===== src/rtl/tx_sched_pkg.sv =====
// Shared types and counter widths for the transmit scheduler.
package tx_sched_pkg;

    localparam int WD_W  = 16;  // ACTIVE watchdog width
    localparam int GAP_W = 8;   // inter-frame gap counter width
    localparam int FC_W  = 16;  // completed-frame counter width

    typedef enum logic [1:0] {
        IDLE,
        LOAD,
        ACTIVE,
        GAP
    } state_t;

endpackage


===== src/rtl/tx_scheduler_rr_arbiter.sv =====
// Two-way round-robin pick with a last-grant pointer.
module rr_arbiter (
    input  logic       clk,
    input  logic       reset,
    input  logic [1:0] valid,
    input  logic       update,
    input  logic       granted,
    output logic       pick
);

    // Requester that owned the previous frame; reset value makes 0 win first.
    logic last;

    // A lone valid wins outright; a tie goes to the requester opposite the last grant.
    always_comb begin
        pick = ~last;
        if (valid == 2'b01) begin
            pick = 1'b0;
        end else if (valid == 2'b10) begin
            pick = 1'b1;
        end
    end

    // Pointer moves only when the scheduler commits a grant (LOAD cycle).
    always_ff @(posedge clk) begin
        if (reset) begin
            last <= 1'b1;
        end else if (update) begin
            last <= granted;
        end
    end

endmodule


===== src/rtl/tx_scheduler.sv =====
// Frame scheduler: arbitrates two word sources onto a modulator, runs a
// per-frame watchdog, and enforces a fixed idle gap between frames.
import tx_sched_pkg::*;

module tx_scheduler #(
    parameter int DATA_SIZE      = 16,
    parameter int GAP_CYCLES     = 8,
    parameter int TIMEOUT_CYCLES = 65535
) (
    input  logic                 clk,
    input  logic                 reset,
    input  logic [1:0]           req_valid,
    input  logic [DATA_SIZE-1:0] req_data0,
    input  logic [DATA_SIZE-1:0] req_data1,
    output logic [1:0]           req_ready,
    output logic [DATA_SIZE-1:0] mod_data,
    output logic                 mod_enable,
    input  logic                 mod_done,
    input  logic                 clr_err,
    output logic                 busy,
    output logic                 grant,
    output logic                 err_timeout,
    output logic [FC_W-1:0]      frame_count
);

    localparam logic [WD_W-1:0]  WD_LAST  = WD_W'(TIMEOUT_CYCLES - 1);
    localparam logic [GAP_W-1:0] GAP_LAST = GAP_W'(GAP_CYCLES - 1);

    state_t                 state_q, state_d;
    logic [WD_W-1:0]        wd_q, wd_d;
    logic [GAP_W-1:0]       gap_q, gap_d;
    logic [FC_W-1:0]        fc_d;
    logic                   err_d;
    logic [DATA_SIZE-1:0]   md_d;
    logic [1:0]             rr_d;
    logic                   grant_d;
    logic                   pick;

    rr_arbiter u_arb (
        .clk     (clk),
        .reset   (reset),
        .valid   (req_valid),
        .update  (state_q == LOAD),
        .granted (grant),
        .pick    (pick)
    );

    // Next-state and next-value logic for every registered output.
    always_comb begin
        state_d = state_q;
        wd_d    = wd_q;
        gap_d   = gap_q;
        fc_d    = frame_count;
        err_d   = clr_err ? 1'b0 : err_timeout;
        md_d    = mod_data;
        rr_d    = '0;
        grant_d = grant;
        unique case (state_q)
            IDLE: begin
                if (|req_valid) begin
                    state_d = LOAD;
                    grant_d = pick;
                    rr_d    = pick ? 2'b10 : 2'b01;
                    md_d    = pick ? req_data1 : req_data0;
                end
            end
            LOAD: begin
                state_d = ACTIVE;
                wd_d    = '0;
            end
            ACTIVE: begin
                if (mod_done) begin
                    state_d = GAP;
                    gap_d   = '0;
                    if (frame_count != '1) begin
                        fc_d = frame_count + 1'b1;
                    end
                end else if (wd_q == WD_LAST) begin
                    // Timeout set takes priority over a simultaneous clr_err.
                    state_d = GAP;
                    gap_d   = '0;
                    err_d   = 1'b1;
                end else begin
                    wd_d = wd_q + 1'b1;
                end
            end
            GAP: begin
                if (gap_q == GAP_LAST) begin
                    state_d = IDLE;
                end else begin
                    gap_d = gap_q + 1'b1;
                end
            end
            default: state_d = IDLE;
        endcase
    end

    // State register.
    always_ff @(posedge clk) begin
        if (reset) begin
            state_q <= IDLE;
        end else begin
            state_q <= state_d;
        end
    end

    // Counters and outputs; enable/busy are registered from the next state.
    always_ff @(posedge clk) begin
        if (reset) begin
            wd_q        <= '0;
            gap_q       <= '0;
            frame_count <= '0;
            err_timeout <= 1'b0;
            mod_data    <= '0;
            req_ready   <= '0;
            grant       <= 1'b0;
            mod_enable  <= 1'b0;
            busy        <= 1'b0;
        end else begin
            wd_q        <= wd_d;
            gap_q       <= gap_d;
            frame_count <= fc_d;
            err_timeout <= err_d;
            mod_data    <= md_d;
            req_ready   <= rr_d;
            grant       <= grant_d;
            mod_enable  <= (state_d == ACTIVE);
            busy        <= (state_d != IDLE);
        end
    end

endmodule


===== config.mk =====
export PLATFORM = sky130hd
export DESIGN_NAME = tx_scheduler
export DESIGN_NICKNAME = d
export VERILOG_FILES = /design/src/rtl/tx_sched_pkg.sv /design/src/rtl/tx_scheduler_rr_arbiter.sv /design/src/rtl/tx_scheduler.sv
export SDC_FILE = /design/constraint.sdc
export NUM_CORES = 1
export LEC_CHECK = 0
export ABC_AREA = 1
export ABC_CLOCK_PERIOD_IN_PS = 2100
export CAP_MARGIN = 20
export CORE_MARGIN = 2
export CORE_UTILIZATION = 50
export DETAILED_ROUTE_END_ITERATION = 10
export HOLD_SLACK_MARGIN = 0.1
export PLACE_DENSITY = 0.8
export SETUP_SLACK_MARGIN = 0.2
export SLEW_MARGIN = 20
export SYNTH_ARGS = -nofsm -noshare
export SYNTH_HDL_FRONTEND = slang
export SYNTH_SLANG_ARGS = --single-unit

===== constraint.sdc =====
create_clock -name clk -period 2.1 [get_ports clk]
set_input_delay 0.21 -clock clk [delete_from_list [all_inputs] [get_ports clk]]
set_output_delay 0.21 -clock clk [all_outputs]
set_load 0.005 [all_outputs]

; ---- Word-level counts from Yosys, hierarchy flattened
; Index checks and enable logic that the tools add are counted.
[word_totals]
mem_count = 0
ram_bits = 0
rom_bits = 0
output_inout_bits = 38
elab_cells = 60
latchBits = 0
ff_bits = 65
[classes]
n_bitwise = 3
mux = 20
reduce_logical = 10
eq_ne = 13
n_div = 0
magnitude_cmp = 0
addsub = 3
multipliers = 0
shifts = 0
[ops]
columns = op, count
row1 = $mux 16, 3
row2 = $add 16x1->16 const B, 2
row3 = $pmux 16 s2, 1
row4 = $mux 8, 3
row5 = $eq 16x16->1 const B, 1
row6 = $ne 16x16->1 const B, 1
row7 = $pmux 8 s2, 1
row8 = $mux 2, 5
row9 = $reduce_and 3->1, 3
row10 = $add 8x1->8 const B, 1
row11 = $eq 2x2->1 const B, 4
row12 = $eq 8x3->1 const B, 1
row13 = $pmux 2 s4, 1
row14 = $mux 1, 6
row15 = $ne 2x2->1 const B, 3
row16 = $reduce_bool 2->1, 3
row17 = $eq 2x1->1 const B, 2
row18 = $ne 3x3->1 const B, 1
row19 = $not 1->1, 3
row20 = $reduce_or 3->1, 1
row21 = $logic_not 2->1, 1
row22 = $reduce_and 2->1, 1
row23 = $reduce_or 2->1, 1

; ---- Logic depth before layout (Yosys ltp)
[logic_depth]
ltp_word = 5
depth_mapped = 11
ltp_nobuf = 11

; ---- By module
; Synthesis repeated with hierarchy kept, for this count alone.
[hier_totals]
hier_cells = 500
hier_area_um2 = 3335.7
[modules_own_cells]
columns = module, area_per_inst_um2, cells_per_inst, seq_area_each_um2, instances
row1 = tx_scheduler, 3273.1, 488, 1281.2, 1
row2 = rr_arbiter, 62.6, 12, 20.0, 1

; ---- Worst setup path after synthesis
; No wires, ideal clock.
[synth_timing]
kind = flip-flop to flip-flop
startpoint = register frame_count[0]
endpoint = register frame_count[15]
path_buffers = 1
period_less_slack_ns = 1.513
t_arrival_ns = 1.381
path_stages_with_launch = 10
path_slack_ns = 0.587
path_cell_list = dfxtp_1 ha_1 nand3_2 nor2_2 nand3_1 nand2_2 inv_2 buf_2 nand2_1 a21oi_1
[synth_via]
elab_chain_len = 2
word_cells_on_any_way = 3
[synth_lines]
columns = item, line
row1 = from (decl), tx_scheduler.sv:23  ; output logic [FC_W-1:0] frame_count
row2 = from (signal assigned), tx_scheduler.sv:112  ; frame_count <= '0;
row3 = from (signal assigned), tx_scheduler.sv:122  ; frame_count <= fc_d;
row4 = branches (longest 2 deep; another with $add 16x1->16), -
; Several ways; the timed one is not identified.
; A chain may end at the register's enable or synchronous reset.

; ---- Worst setup path after layout
[layout_timing]
startpoint = register wd_q[1]
endpoint = register gap_q[0]
[layout_via]
elab_chain_len = 3
[layout_lines]
columns = item, line
row1 = from (decl), tx_scheduler.sv:30  ; logic [WD_W-1:0] wd_q, wd_d;
row2 = from (signal assigned), tx_scheduler.sv:120  ; wd_q <= wd_d;
row3 = $eq 16x16->1, tx_scheduler.sv:78  ; end else if (wd_q == WD_LAST) begin
row4 = $ne 3x3->1 (no source line), -
row5 = $reduce_and 3->1 (no source line), -
row6 = to (signal assigned), tx_scheduler.sv:121  ; gap_q <= gap_d;
row7 = to (decl), tx_scheduler.sv:31  ; logic [GAP_W-1:0] gap_q, gap_d;
; No other way between the ends.

==> out/metrics.yaml <==
layout:
  stdcell_area_um2: 4320
  register_area_um2: 1300
  fin_nets: 607
  multi_input_area_um2: 1740
  nFillCells: 530
  mostFrequentLayoutCell: "nand2_1"
  antenna_cells: 0
  drive_gt1_share_pct: 8.60
  syn_to_final_growth_pct: 32.4
  layout_common_cells: "nand2_1 (146), clkdlybuf4s50_1 (75), dfxtp_1 (65), nor2_1 (59), inv_1 (37)"
clocking:
  clkSinkCount: 65
  numCtsBuffers: 9
  cts_tree: "done"
  clk_path_buf_depth: 2
  path_clk_slew_ns: 0.08
  htree_levels: 3
  root_buffer: "clkbuf_8"
  clk_latency_ns: 0.34
route:
  drt_iter0_markers: 187
  vias_per_cell: 5.22
  dr.pass1.iters: 4
  drc_errors: 0
  dr_total_vias: 3379
  wire_per_inst_um: 12.7
  drtAntennaViolNets: 0
  totalWireLength_um: 8200
setup_path:
  reg2reg_from: "wd_q[1]$_SDFFE_PP0P_"
  worstSetupStartpointType: "register"
  crit_path_start: "wd_q[1]$_SDFFE_PP0P_"
  cp_max_fo: 9
  r2r-end: "gap_q[0]$_SDFFE_PP0P_"
  worst-r2r-cell-count: 8
  critPathKind: "reg2reg"
  required_ns: 2.33
  ff2ff_setup_slack_ns: 0.38
  endpoint_kind: "register"
  arrival_ns: 1.96
  endpoint: "gap_q[0]$_SDFFE_PP0P_"
timing:
  rsz0062_at_grt: "yes"
  hold_viol: 0
  slew_headroom_pct: 78.2
  setup_viol: 0
  post-route-min-period_ns: 1.72
  layout_setup_ws_ns: 0.376
  worst_pin_slew_ns: 0.326
  fmax_mhz: 580
  report.final.slew_viol_count: 0
  tns_ns: 0
  fin_crit_sh_pct: 82.1
  finClkSkew_ns: 0.0106
grt:
  grt_remaining_overflow: 0
  grt_pass1_vias: 3235
  grt_util_all_layers_pct: 23.6
  antenna_found_initial: 0
  grt_max_degree: 29
  grt_pass1_wl_um: 14000
placement:
  placed_area_um2: 4100
  portBuffers: 75
  gp_congestion: 0.841
  preCtsSetupSlack_ns: 0.366
  dp_hpwl_um: 6030
synthesis:
  syn-cell-area_um2: 3270
  postSynthCellCount: 485
  ys_seq_area_share_pct: 39.8
  synth_area_per_cell_um2: 6.74
  synth_nets: 527
  ys_types: 30
  synth_seq_cells: 65
  yosys_warnings: 0
power:
  power.leakage_nw: 1.69
  irDropWorstVdd_v: 0.000494
  power_density_nw_per_um2: 777
floorplan:
  row_count: 29
  fp.dieArea_um2: 7200
  die_width_um: 84.8
  pin_count: 76
  start_util_pct: 51.4
  die_h_um: 84.8
  core_area_um2: 6350
outcome:
  status: "finished clean"
run:
  drv_cap: 0
worst_hold_path:
  hp-class: "in2reg"
[report_power, final]
group	internal [W]	total, W	switching, W
sequential	0.00135	0.00144	0.0000814
clock	0.000643	0.00113	0.000486
combinational	0.000368	0.000794	0.000426
[cells in the mapped netlist, drive strengths merged]
| library cell | n | area share, % |
|---|---|---|
| ha | 4 | 1.5 |
| a31oi | 17 | 3.3 |
| clkbuf | 11 | 1.3 |
| a22oi | 1 | 0.23 |
| dfxtp | 65 | 40 |
| xor2 | 11 | 2.9 |
| nand4 | 7 | 1.3 |
| a21oi | 32 | 4.9 |
| xnor2 | 2 | 0.54 |
| inv | 41 | 4.7 |
| nor3 | 3 | 0.61 |
| or2 | 2 | 0.38 |
| nand2 | 150 | 18 |
| o21ai | 31 | 5.0 |
| buf | 4 | 1.2 |
| nor3b | 3 | 0.69 |
| nor2 | 69 | 8.9 |
| a31o | 1 | 0.27 |
| clkinv | 1 | 0.11 |
| nand3 | 30 | 4.7 |
[area by class of cell]
cell class              instances  area share (%)
multi-input cells             363            40.1
flip-flops and latches         65            30.1
repair buffers                 84            18.9
clock buffers                  12            3.82
inverters                      42            3.65
well taps                      77            2.23
clock inverters                 4            1.16
[metal layers]
metal | global-route usage (%) | part of all wire (%) | vias up
li1 | - | - | 1730
met1 | 28.8 | 43 | 1529
met2 | 40.5 | 50 | 105
met3 | 3.89 | 5.0 | 15
met4 | 11.3 | 1.9 | 0
met5 | 0 | 0 | -
[worst min path at each step]
stage | startpoint | endpoint | slack [ns] | cells past startpoint
after floorplan | req_data0[10] | mod_data[10]$_SDFFE_PP0P_ | 0.36 | 2
after global placement | err_timeout$_SDFF_PP0_ | err_timeout$_SDFF_PP0_ | 0.45 | 2
after detailed placement | err_timeout$_SDFF_PP0_ | err_timeout$_SDFF_PP0_ | 0.47 | 2
after CTS | req_data0[10] | mod_data[10]$_SDFFE_PP0P_ | 0.42 | 3
after global routing | req_data0[10] | mod_data[10]$_SDFFE_PP0P_ | 0.45 | 3
final | req_data0[10] | mod_data[10]$_SDFFE_PP0P_ | 0.43 | 3
[registers in the layout (all words and copies together) (netlist names)]
name / flops
gap_q: 8
state_q: 2
mod_enable: 1
u_arb.last: 1
err_timeout: 1
busy: 1
grant: 1
frame_count: 16
mod_data: 16
wd_q: 16
req_ready: 2
[repair_timing]
item,CTS,global route
gates resized for setup,0,2
hold buffers,0,0
setup buffers,0,0
endpoints found under the setup margin,0,6
[cell families (layout without fill, tap and decap cells)]
| family | after synthesis | in the layout | synth area share, % |
|---|---|---|---|
| adders and majority gates | 4 | 4 | 1.53 |
| xor gates and xnor gates | 13 | 13 | 3.49 |
| AOI/OAI and AO/OA | 82 | 82 | 13.6 |
| and+or+nand+nor | 264 | 264 | 34.2 |
| DFF | 65 | 65 | 39.8 |
| buffers and inverters | 57 | 142 | 7.28 |
[worst max-delay path, cell delays in order, from the launching register on]
cell	delay, ns
dfxtp_1	0.42
ha_1	0.17
nand2_1	0.05
nor2_1	0.09
nand2_1	0.10
o21ai_2	0.25
nand2_1	0.26
o21ai_1	0.21
nor2_1	0.05
[through the flow]
step	instances	hold WS, ns	util (%)	power (W)
2_1_floorplan	485	0.362	-	0.00187
3_3_place_gp	631	0.450	64.6	0.00223
3_5_place_dp	631	0.466	64.6	0.00225
4_1_cts	647	0.423	68.0	0.00338
5_1_grt	647	0.448	68.1	0.00353
6_report	647	0.432	68.1	0.00336
No activity file was read; power rests on OpenSTA's default activity.
==> RTL change 1: new RTL, same settings <==
Set the parameter `TIMEOUT_CYCLES` to 32768 (it was 65535).
--- a/src/rtl/tx_scheduler.sv
+++ b/src/rtl/tx_scheduler.sv
@@ -6,5 +6,5 @@
     parameter int DATA_SIZE      = 16,
     parameter int GAP_CYCLES     = 8,
-    parameter int TIMEOUT_CYCLES = 65535
+    parameter int TIMEOUT_CYCLES = 32768
 ) (
     input  logic                 clk,
Formal check against the unedited RTL: same outputs for any inputs over 10 cycles, from zero or initial values and one cycle with reset high; that may be too few to reach the edited logic, so the function may still have changed.
==> RTL change 1 against the unedited design <==
Sequential cell count unchanged; setup slack improved by 0.037 ns; power decreased by 2.6%; area after synthesis increased by 3.4%; final cell count increased by 3.2%; design area increased by 2.4%; hold slack got worse by 0.00061 ns; die area increased by 3.2%; synthesized cell count increased by 4.3%; core utilization increased by 0.46 points; wire length increased by 2.1%; critical path type unchanged; critical endpoint is now wd_q[6]$_SDFFE_PP0P_; largest power group unchanged.
==> RTL change 1: results (changes against the unedited design) <==
<table>
<tr><th>Metric</th><th>Value</th></tr>
<tr><th colspan="2">Logic synthesis</th></tr>
<tr><td>Number of instances in the synthesized netlist</td><td>506 (was 485)</td></tr>
<tr><td>Top cells by count, synth</td><td>157 x sky130_fd_sc_hd__nand2_1, 65 x sky130_fd_sc_hd__dfxtp_1, 63 x sky130_fd_sc_hd__nor2_1 (was 146 x sky130_fd_sc_hd__nand2_1, 65 x sky130_fd_sc_hd__dfxtp_1, 60 x sky130_fd_sc_hd__nor2_1)</td></tr>
<tr><td>Syn nets</td><td>547 (was 527)</td></tr>
<tr><td>Sequential cell area fraction in the yosys report</td><td>0.385 (was 0.398)</td></tr>
<tr><td>Cell types occupying the most area after synthesis</td><td>sky130_fd_sc_hd__dfxtp_1 39%, sky130_fd_sc_hd__nand2_1 17%, sky130_fd_sc_hd__nor2_1 7.0% (was sky130_fd_sc_hd__dfxtp_1 40%, sky130_fd_sc_hd__nand2_1 17%, sky130_fd_sc_hd__nor2_1 6.9%)</td></tr>
<tr><td>Unique cell type count in the Yosys netlist</td><td>33 (was 30)</td></tr>
<tr><th colspan="2">Setup path</th></tr>
<tr><td>Arrival time reported for the critical path endpoint</td><td>1.94 ns (was 1.96 ns)</td></tr>
<tr><td>Reg2Reg Setup Slack</td><td>0.41 ns (was 0.38 ns)</td></tr>
<tr><td>Worst reg2reg path depth</td><td>7 (was 8)</td></tr>
<tr><td>Largest driver fanout on the critical path</td><td>12 (was 9)</td></tr>
<tr><th colspan="2">GRT</th></tr>
<tr><td>Aggregate global-route resource usage</td><td>0.235 (was 0.236)</td></tr>
<tr><td>Pin count of the biggest net entering global routing</td><td>36 (was 29)</td></tr>
<tr><th colspan="2">Placed design</th></tr>
<tr><td>Post-placement cell count</td><td>650 (was 631)</td></tr>
<tr><td>Placed cell area</td><td>0.00420 sq mm (was 0.00410 sq mm)</td></tr>
<tr><td>Hpwl dp</td><td>6050 um (was 6030 um)</td></tr>
<tr><th colspan="2">STA</th></tr>
<tr><td>Worst Tran Pin Value</td><td>0.456 ns (was 0.326 ns)</td></tr>
<tr><td>Hold slack final</td><td>0.431 ns (was 0.432 ns)</td></tr>
<tr><th colspan="2">Worst hold path</th></tr>
<tr><td>Hold worst-path end</td><td>mod_data[7]$_SDFFE_PP0P_ (was mod_data[10]$_SDFFE_PP0P_)</td></tr>
<tr><td>Launch point of the worst hold path</td><td>req_data0[7] (was req_data0[10])</td></tr>
<tr><th colspan="2">Cells and area</th></tr>
<tr><td>Number of nets in the layout</td><td>627 (was 607)</td></tr>
<tr><td>Layout cells sized above 1</td><td>0.0761 (was 0.0860)</td></tr>
<tr><td>Non-filler cells in the finished layout</td><td>668 (was 647)</td></tr>
<tr><th colspan="2">Pwr</th></tr>
<tr><td>P_leak</td><td>1.72 nW (was 1.69 nW)</td></tr>
<tr><th colspan="2">Run status</th></tr>
<tr><td>Result of the run</td><td>finished, final reports clean (unchanged)</td></tr>
<tr><th colspan="2">Drt</th></tr>
<tr><td>Initial DRC Count</td><td>206 (was 187)</td></tr>
</table>
## RTL change 1: cell count changes after synthesis, sizes merged, moves of 2 or more
| cell | delta |
|---|---|
| o21bai | +4 |
| nand2 | +12 |
| nand4 | +4 |
| nor2 | -2 |
| nand3b | +2 |
| a21oi | +3 |
| o21ai | -3 |
## RTL change 1: how the worst max path moves through the flow
stage | to | startpoint | cells after the start | slack (ns)
2_1_floorplan | wd_q[2]$_SDFFE_PP0P_ | wd_q[0]$_SDFFE_PP0P_ | 9 | 0.54
3_3_place_gp | frame_count[2]$_SDFFE_PP0P_ | mod_done | 7 | 0.32
3_5_place_dp | frame_count[9]$_SDFFE_PP0P_ | mod_done | 7 | 0.26
4_1_cts | frame_count[9]$_SDFFE_PP0P_ | frame_count[0]$_SDFFE_PP0P_ | 8 | 0.29
5_1_grt | wd_q[5]$_SDFFE_PP0P_ | wd_q[1]$_SDFFE_PP0P_ | 10 | 0.22
6_report | wd_q[6]$_SDFFE_PP0P_ | wd_q[1]$_SDFFE_PP0P_ | 7 | 0.41
## RTL change 1: routing by layer
metal | vias up | routed length, um | GRT usage
li1 | 1803 | - | -
met1 | 1605 | 3770 | 0.280
met2 | 113 | 3890 | 0.389
met3 | 10 | 620 | 0.0752
met4 | 0 | 102 | 0.102
met5 | - | 0 | 0
## RTL change 1: what timing repair did
action	CTS	global route
gates resized for setup	0	2
buffers inserted	0	2
endpoints found under the hold margin	0	0
endpoints found under the setup margin	0	21
## RTL change 1: final cells by class
type / instances / area, sq um
multi-input cells: 382 / 1830
flip-flops and latches: 65 / 1300
clock buffers: 11 / 141
clock inverters: 5 / 55.1
fillers: 566 / 2030
repair buffers: 85 / 838
well taps: 77 / 96.3
inverters: 43 / 161
## RTL change 1: cells by family (layout without fill, tap and decap cells)
family	after synthesis	after routing
AOI/OAI and AO/OA	84	84
xor gates and xnor gates	13	13
adders and majority gates	3	3
buffers and inverters	59	144
DFF	65	65
and+or+nand+nor	282	282
## RTL change 1: critical path, cell delays in order, from the launching register on
cell and delay, ns:
sky130_fd_sc_hd__dfxtp_1 0.38, sky130_fd_sc_hd__ha_2 0.25, sky130_fd_sc_hd__nand3_1 0.16, sky130_fd_sc_hd__nor2_2 0.18, sky130_fd_sc_hd__nand3_1 0.12, sky130_fd_sc_hd__nand3_2 0.23
sky130_fd_sc_hd__nand2_1 0.08, sky130_fd_sc_hd__a21oi_1 0.21
## RTL change 1: where the power goes
| group | switching [mW] | total (mW) | internal [mW] | leakage [nW] |
|---|---|---|---|---|
| logic | 0.427 | 0.792 | 0.365 | 1.09 |
| clock network | 0.498 | 1.07 | 0.577 | 0.0953 |
| registers | 0.0607 | 1.41 | 1.35 | 0.529 |
==> RTL change 2: new RTL, config.mk and constraints unchanged <==
Made on the original files. Encoding of `state_t`: now one-hot (4 bits for 4 states).
--- a/src/rtl/tx_sched_pkg.sv
+++ b/src/rtl/tx_sched_pkg.sv
@@ -6,9 +6,9 @@
     localparam int FC_W  = 16;  // completed-frame counter width
 
-    typedef enum logic [1:0] {
-        IDLE,
-        LOAD,
-        ACTIVE,
-        GAP
+    typedef enum logic [3:0] {
+        IDLE   = 4'b0001,
+        LOAD   = 4'b0010,
+        ACTIVE = 4'b0100,
+        GAP    = 4'b1000
     } state_t;
 
Function: no difference found for any inputs over 10 cycles, from zero or initial values and one cycle with reset high; not proved beyond that.
==> RTL change 2 against the unedited design <==
Setup slack got worse by 0.013 ns; combinational power fell by 38%; sequential cell count rose by 2; wire length rose by 6.7%; clock skew rose by 0.0021 ns; critical path depth rose by 1; core utilization rose by 0.47 points; design area rose by 7.7%; power fell by 1.9%; area after synthesis rose by 7.2%; non-clock buffer count rose by 1; clock power rose by 26%; critical path type unchanged.
==> RTL change 2: results (changes against the unedited design) <==
<table>
<tr><th>Metric</th><th>Value</th></tr>
<tr><th colspan="2">Cells and area</th></tr>
<tr><td>Number of nets in the layout</td><td>642 (was 607)</td></tr>
<tr><td>Layout cells sized above 1</td><td>0.109 (was 0.0860)</td></tr>
<tr><td>FILL cells</td><td>582 (was 530)</td></tr>
<tr><td>Non-filler cells in the finished layout</td><td>701 (was 647)</td></tr>
<tr><th colspan="2">Logic synthesis</th></tr>
<tr><td>Mean instance size in the synthesized netlist</td><td>6.78 sq um (was 6.74 sq um)</td></tr>
<tr><td>Unique cell type count in the Yosys netlist</td><td>32 (was 30)</td></tr>
<tr><td>Top cells by count, synth</td><td>137 x sky130_fd_sc_hd__nand2_1, 68 x sky130_fd_sc_hd__a21oi_1, 67 x sky130_fd_sc_hd__dfxtp_1, 67 x sky130_fd_sc_hd__nor2_1 (was 146 x sky130_fd_sc_hd__nand2_1, 65 x sky130_fd_sc_hd__dfxtp_1, 60 x sky130_fd_sc_hd__nor2_1)</td></tr>
<tr><td>Cell types occupying the most area after synthesis</td><td>sky130_fd_sc_hd__dfxtp_1 38%, sky130_fd_sc_hd__nand2_1 15%, sky130_fd_sc_hd__a21oi_1 9.7% (was sky130_fd_sc_hd__dfxtp_1 40%, sky130_fd_sc_hd__nand2_1 17%, sky130_fd_sc_hd__nor2_1 6.9%)</td></tr>
<tr><th colspan="2">Setup path</th></tr>
<tr><td>Worst reg2reg path depth</td><td>9 (was 8)</td></tr>
<tr><th colspan="2">Drt</th></tr>
<tr><td>Initial DRC Count</td><td>172 (was 187)</td></tr>
<tr><td>DR vias</td><td>3652 (was 3379)</td></tr>
<tr><th colspan="2">Run status</th></tr>
<tr><td>Result of the run</td><td>finished, final reports clean (unchanged)</td></tr>
<tr><th colspan="2">Pwr</th></tr>
<tr><td>Cell-internal power</td><td>2.52 mW (was 2.37 mW)</td></tr>
<tr><td>Sequential power</td><td>1.38 mW (was 1.44 mW)</td></tr>
<tr><th colspan="2">STA</th></tr>
<tr><td>Worst Tran Pin Value</td><td>0.502 ns (was 0.326 ns)</td></tr>
<tr><td>Final clock skew</td><td>0.0126 ns (was 0.0106 ns)</td></tr>
<tr><th colspan="2">GRT</th></tr>
<tr><td>First-pass GRT wire length</td><td>14500 um (was 14000 um)</td></tr>
<tr><td>Number of global-route vias before repair</td><td>3337 (was 3235)</td></tr>
<tr><td>Pin count of the biggest net entering global routing</td><td>23 (was 29)</td></tr>
<tr><th colspan="2">Placed design</th></tr>
<tr><td>Worst setup slack after placement</td><td>0.212 ns (was 0.366 ns)</td></tr>
</table>
[RTL change 2: cell count changes in the layout (fill, tap and decap cells not counted), sizes merged, moves of 5 or more]
cell / before / now
a21oi: 32 / 69
nand2: 150 / 145
nor2: 69 / 82
nand3: 30 / 38
a31oi: 17 / 0
[RTL change 2: cell families (layout without fill, tap and decap cells)]
group,after synthesis,in the layout,share of synthesized area
and+or+nand+nor,279,280,0.356
buffers and inverters,58,145,0.0736
DFF,67,67,0.383
xor gates and xnor gates,9,9,0.0225
AOI/OAI and AO/OA,100,100,0.151
adders and majority gates,4,4,0.0143
[RTL change 2: layout make-up]
| cell class | instances | area (sq um) | share of cell area |
|---|---|---|---|
| multi-input combinational | 393 | 1930 | 0.413 |
| sequential | 67 | 1340 | 0.288 |
| timing repair buffer | 85 | 838 | 0.180 |
| inverter | 44 | 168 | 0.0360 |
| clock inverter | 6 | 136 | 0.0293 |
| clock buffer | 10 | 128 | 0.0274 |
| tap | 96 | 120 | 0.0258 |
[RTL change 2: what timing repair did]
| action | CTS | global route |
|---|---|---|
| setup endpoints to repair | 3 | 15 |
| setup buffers | 0 | 5 |
| cloned | 0 | 1 |
| gates resized for setup | 1 | 5 |
| endpoints found under the hold margin | 0 | 0 |
| pin swaps | 0 | 3 |
[RTL change 2: per-stage QoR]
step | hold slack (ns) | util
floorplan | 0.357 | -
global placement | 0.453 | 0.636
detailed placement | 0.454 | 0.636
CTS | 0.398 | 0.675
global route | 0.426 | 0.686
finish | 0.412 | 0.686
[RTL change 2: critical path, cell delays in order (launching register included)]
cell	delay, ns
sky130_fd_sc_hd__dfxtp_1	0.38
sky130_fd_sc_hd__inv_1	0.14
sky130_fd_sc_hd__ha_1	0.16
sky130_fd_sc_hd__nand2_1	0.06
sky130_fd_sc_hd__nor2_2	0.11
sky130_fd_sc_hd__nand2_2	0.10
sky130_fd_sc_hd__o21ai_4	0.23
sky130_fd_sc_hd__nand3_2	0.21
sky130_fd_sc_hd__o21ai_1	0.18
sky130_fd_sc_hd__inv_1	0.05
[RTL change 2: path summary, 6_finish.rpt]
check                             endpoint                    from
hold / removal    mod_data[6]$_SDFFE_PP0P_            req_data1[6]
hold reg to reg     err_timeout$_SDFF_PP0_  err_timeout$_SDFF_PP0_
setup reg to reg     gap_q[0]$_SDFFE_PP0P_    wd_q[0]$_SDFFE_PP0P_
setup / recovery     gap_q[0]$_SDFFE_PP0P_    wd_q[0]$_SDFFE_PP0P_
[RTL change 2: metal layers]
layer	track usage	wire [um]	up-vias
li1	-	-	1837
met1	0.282	3780	1686
met2	0.402	4250	112
met3	0.0660	577	17
met4	0.0895	157	0
met5	0	0	-
